## src/rtl/regfile_pkg.sv

```systemverilog
// Shared types and slicing helpers for the multi-port register file.
// Latency: n/a (types and constant functions only).
// Backpressure: n/a.
package regfile_pkg;

    // Sweep phase of the file: SWEEP while clearing after reset, READY afterwards.
    typedef enum logic {
        SWEEP = 1'b0,
        READY = 1'b1
    } sweep_state_e;

    // LSB offset of packed port 'port' when each port is 'width' bits wide.
    function automatic int port_lsb(input int port, input int width);
        return port * width;
    endfunction

endpackage

```

## src/rtl/rf_read_port.sv

```systemverilog
// Per-port read mux: init mask, hard-wired zero register, write bypass, array data.
// Latency: 0 cycles (purely combinational).
// Backpressure: none; always returns data for the presented address.
module rf_read_port
    import regfile_pkg::*;
#(
    parameter int W       = 8,
    parameter int D       = 4,
    parameter int ZERO_R0 = 0,
    parameter int BYPASS  = 1
) (
    input  logic [D-1:0] raddr_i,
    input  logic [W-1:0] arr_dat_i,
    input  logic         wr_acc_i,
    input  logic [D-1:0] waddr_i,
    input  logic [W-1:0] wdat_i,
    input  logic         init_busy_i,
    output logic [W-1:0] rdat_o
);

    // Priority: init mask, then r0 zero, then same-cycle forwarding, then stored value.
    always_comb begin
        rdat_o = arr_dat_i;
        if (init_busy_i) begin
            rdat_o = '0;
        end else if ((ZERO_R0 != 0) && (raddr_i == '0)) begin
            rdat_o = '0;
        end else if ((BYPASS != 0) && wr_acc_i && (waddr_i == raddr_i)) begin
            rdat_o = wdat_i;
        end
    end

endmodule

```

## src/rtl/reg_file_mp.sv

```systemverilog
// Multi-read-port register file with post-reset clear sweep, optional zero r0 and bypass.
// Latency: reads 0 cycles; writes visible next cycle (same cycle with bypass).
// Backpressure: none; writes during the clear sweep are dropped and flagged on WriteDrop.
module reg_file_mp
    import regfile_pkg::*;
#(
    parameter int W       = 8,
    parameter int D       = 4,
    parameter int NR      = 2,
    parameter int ZERO_R0 = 0,
    parameter int BYPASS  = 1
) (
    input  logic            Clk,
    input  logic            Reset,
    input  logic            WriteEn,
    input  logic [D-1:0]    Waddr,
    input  logic [W-1:0]    DataIn,
    input  logic [NR*D-1:0] Raddr,
    output logic [NR*W-1:0] DataOut,
    output logic            InitBusy,
    output logic            WriteDrop
);

    localparam int         DEPTH    = 2**D;
    localparam logic [D:0] LAST_IDX = (D+1)'(DEPTH-1);

    sweep_state_e state_q, state_d;
    logic [D:0]   cnt_q, cnt_d;
    logic         drop_q, drop_d;
    logic [W-1:0] regs_q [DEPTH];
    logic         init_busy;
    logic         wr_acc;

    assign init_busy = (state_q == SWEEP);

    // A write lands only once the sweep is done and it is not aimed at a hard-wired r0.
    always_comb begin
        wr_acc = WriteEn && !init_busy && !((ZERO_R0 != 0) && (Waddr == '0));
    end

    // Sweep advance and drop flag; the edge clearing the last address ends the sweep.
    always_comb begin
        state_d = state_q;
        cnt_d   = cnt_q;
        drop_d  = WriteEn && init_busy;
        if (state_q == SWEEP) begin
            cnt_d = cnt_q + (D+1)'(1);
            if (cnt_q == LAST_IDX) begin
                state_d = READY;
            end
        end
    end

    // Control state; reset restarts the sweep from address 0 at any time.
    always_ff @(posedge Clk or posedge Reset) begin
        if (Reset) begin
            state_q <= SWEEP;
            cnt_q   <= '0;
            drop_q  <= 1'b0;
        end else begin
            state_q <= state_d;
            cnt_q   <= cnt_d;
            drop_q  <= drop_d;
        end
    end

    // Storage: cleared one entry per edge during the sweep, otherwise written on acceptance.
    always_ff @(posedge Clk) begin
        if (!Reset && init_busy) begin
            regs_q[cnt_q[D-1:0]] <= '0;
        end else if (wr_acc) begin
            regs_q[Waddr] <= DataIn;
        end
    end

    for (genvar g = 0; g < NR; g++) begin : g_rd
        logic [D-1:0] raddr;
        assign raddr = Raddr[port_lsb(g, D) +: D];

        rf_read_port #(
            .W       (W),
            .D       (D),
            .ZERO_R0 (ZERO_R0),
            .BYPASS  (BYPASS)
        ) u_rd (
            .raddr_i     (raddr),
            .arr_dat_i   (regs_q[raddr]),
            .wr_acc_i    (wr_acc),
            .waddr_i     (Waddr),
            .wdat_i      (DataIn),
            .init_busy_i (init_busy),
            .rdat_o      (DataOut[port_lsb(g, W) +: W])
        );
    end

    assign InitBusy  = init_busy;
    assign WriteDrop = drop_q;

endmodule

```

## config.mk

```make
export PLATFORM = sky130hd
export DESIGN_NAME = reg_file_mp
export DESIGN_NICKNAME = d
export VERILOG_FILES = /design/src/rtl/regfile_pkg.sv /design/src/rtl/rf_read_port.sv /design/src/rtl/reg_file_mp.sv
export SDC_FILE = /design/constraint.sdc
export NUM_CORES = 1
export LEC_CHECK = 0
export ABC_AREA = 1
export CAP_MARGIN = 20
export CORE_UTILIZATION = 29
export CTS_CLUSTER_SIZE = 8
export DETAILED_ROUTE_END_ITERATION = 12
export DONT_BUFFER_PORTS = 1
export PLACE_DENSITY = 0.48
export SLEW_MARGIN = 25
export SYNTH_ARGS = -nofsm -noshare
export SYNTH_HDL_FRONTEND = slang
export SYNTH_SLANG_ARGS = --single-unit
```

## constraint.sdc

```tcl
create_clock -name Clk -period 2.2 [get_ports Clk]
set_input_delay 0.44 -clock Clk [delete_from_list [all_inputs] [get_ports Clk]]
set_output_delay 0.44 -clock Clk [all_outputs]
set_load 0.01 [all_outputs]
```

==> impl_metrics.yaml <==
run_status:
  outcome: "complete, but fails checks"
  violations: "negative setup slack"
power_and_ir_drop:
  ir_drop_v: 0.000490
  p_leak_nw: 4.14
  power.density_nw_per_um2: 718
  p_int_w: 0.00483
  netSwitchingFraction: 0.255
  seq_power_share: 0.437
  p_total_w: 0.00647
  p_comb_frac: 0.106
  p_sw_w: 0.00165
  p_clk_frac: 0.457
logic_synthesis:
  synth_edf_count: 128
  synthArstFlopShare: 0.0519
  synthFlopType: "edfxtp_1"
  syn_nets: 1012
  yosysWarnings: 0
  syn_area_um2: 7710
  synthTopCellsByCount: "291 x nand2_1, 245 x nand3_1, 178 x inv_1, 128 x edfxtp_1, 44 x nor2_1"
  synth_top_area_cell: "edfxtp_1"
  synth_top_area_frac: 0.499
  synth.ff_latch_count: 135
  avgSynthCellArea_um2: 7.81
  synthCells: 987
  yosysSeqAreaShare: 0.521
  synth.area.top_cells: "edfxtp_1 50%, nand3_1 16%, nand2_1 14%, inv_1 8.7%, dfrtp_1 2.3%"
  yosysUniqueCellTypes: 25
  yosysMostFrequentCell: "nand2_1"
grt:
  globalRouteTotalUtil: 0.202
  grt_pass1_wl_um: 39600
  grt_antenna_before_repair: 0
  grt_use_met1: 0.277
  grt_pass1_vias: 6253
  grtUsageMet3: 0.0387
  gr-total-overflow: 0
  grt-busiest-layer: "met2"
  use_met2: 0.311
  grt_max_degree: 67
floorplanning:
  fp.dieH_um: 165
  core_um2: 26100
  row_count: 59
  start_util: 0.296
  dieArea_um2: 27200
  io_pins: 41
  die_w_um: 165
finish:
  finalNetCount: 1026
  fill_cells: 2711
  register_area_um2: 4020
  area_growth_pct: 16.9
  multiInputGateArea_um2: 2830
  final_core_util: 0.346
  drive_gt1_frac: 0.120
min_path:
  min_path_type: "in2reg"
worst_setup_path:
  crit_fanout: 8
  cp-start-kind: "flip-flop"
  arrival_ps: 1800
  crit_required_ps: 1760
  cp-end-kind: "output pin"
  crit_type: "reg2out"
placement:
  dpl_worst_slack_ps: 112
  portBuffers: 0
  hpwl_um: 18000
  gp_congestion: 0.887
clock_network:
  cts_buffers: 17
  clock_sinks: 135
  clk_latency_ps: 430
  htree_num_levels: 4
  clk_pin_slew_ps: 60
  root_buffer: "clkbuf_16"
  clockBufferDepth: 2
  cts_tree: "yes"
route:
  vias: 6785
  remaining_drc_errors: 0
  drtIter0Drc: 793
  wire_per_inst_um: 19.7
  drtAntennaViolNets: 0
  wl_um: 26600
  via_per_inst: 5.03
  firstDrtPassIters: 5
sta:
  min_period_ps: 2240
  fmax_ghz: 0.446
  rsz0062_at_grt: "true"
  tns_ps: -173
  worst_clock_skew_ps: 5.02
  worstMarginPinSlew_ps: 766
  fin_ws_ps: -42.2
  maxSlewViolCount: 0
  setup-violations-final: 7
  final.period_utilization: 1.02
  timing.hold.ws_ps: 111
  worst_slew_margin_rel: 0.488
  finalHoldViolCount: 0
job:
  maxCapViolCount: 0
-- stage by stage --
step,instance area (um2),cells
floorplan,7710,987
global placement,8220,1309
detailed placement,8220,1309
CTS,8930,1348
global route,9010,1349
finish,9010,1350
-- registers in the layout, indices dropped and copies added, names as in the netlist --
signal	flops
regs_q	128
state_q	1
cnt_q	5
WriteDrop	1
-- critical path, stage by stage, from the launching register on --
cell and delay (ps):
dfrtp_1 400, nand2_4 80, inv_4 70, o21ai_4 60
nor2_4 190, nand3_4 190, nor2_2 140, nor2_1 60
nand2_2 100, inv_1 80
-- area by class of cell --
cell class	count	area share
well taps	335	0.0465
clock buffers	17	0.0472
inverters	183	0.0769
clock inverters	15	0.0198
multi-input cells	616	0.314
flip-flops and latches	135	0.446
repair buffers	48	0.0494
diodes	1	0.000278
-- final timing paths --
kind                          start      endpoint  slack (ps)  depth (start not counted)
hold / removal              WriteEn     WriteDrop         110                          2
min in group asynchronous     Reset       state_q         380                          2
setup / recovery            state_q    DataOut[6]         -40                          9
hold reg to reg            cnt_q[4]      cnt_q[4]         480                          2
setup reg to reg            state_q  regs_q[3][0]         170                          6
max in group asynchronous     Reset      cnt_q[4]        1600                          2
-- logic make-up after synthesis --
| kind of cell | count (synthesis) | synth area share |
|---|---|---|
| flops | 135 | 0.521 |
| compound gates | 18 | 0.0125 |
| xor+xnor | 6 | 0.00682 |
| buf+inv | 238 | 0.126 |
| fa+ha+maj | 2 | 0.00325 |
| simple gates | 588 | 0.330 |
-- placed cells by master, fill, tap and decap left out, types with 2 or more instances in the layout --
cell          n
nand2_1     285
nand3_1     243
inv_1       164
edfxtp_1    128
nor2_1       41
buf_4        39
inv_2        17
clkbuf_16    17
dfrtp_1       7
o21ai_0       7
nand2_2       6
buf_12        6
o21ai_1       5
clkinvlp_4    4
xor2_1        4
o21ai_2       4
nor2_2        4
clkinv_4      4
bufinv_16     3
nand2_4       2
nor2_4        2
nand3_2       2
xnor2_1       2
nand3_4       2
ha_1          2
clkinv_2      2
inv_6         2
buf_6         2
-- what timing repair did --
action | CTS | global route
setup endpoints to repair | 16 | 94
endpoints found under the hold margin | 7 | 0
buffers inserted | 4 | 1
hold buffers | 1 | 0
resized for setup | 10 | 35
gates cloned | 2 | 0
pin swaps | 4 | 11
-- metal layers --
layer / routed length, um / up-vias
met2: 12000 / 294
met5: 0 / -
met4: 717 / 0
met3: 2220 / 43
met1: 11700 / 3268
li1: - / 3180
-- power by group through the flow --
stage | sequential, W | combinational, W | clock (W)
2_1_floorplan | 0.00288 | 0.000460 | 0
3_3_place_gp | 0.00288 | 0.000627 | 0
3_5_place_dp | 0.00288 | 0.000628 | 0
4_1_cts | 0.00283 | 0.000654 | 0.00300
5_1_grt | 0.00283 | 0.000742 | 0.00309
6_report | 0.00283 | 0.000685 | 0.00296
No activity file was read; power rests on OpenSTA's default activity.
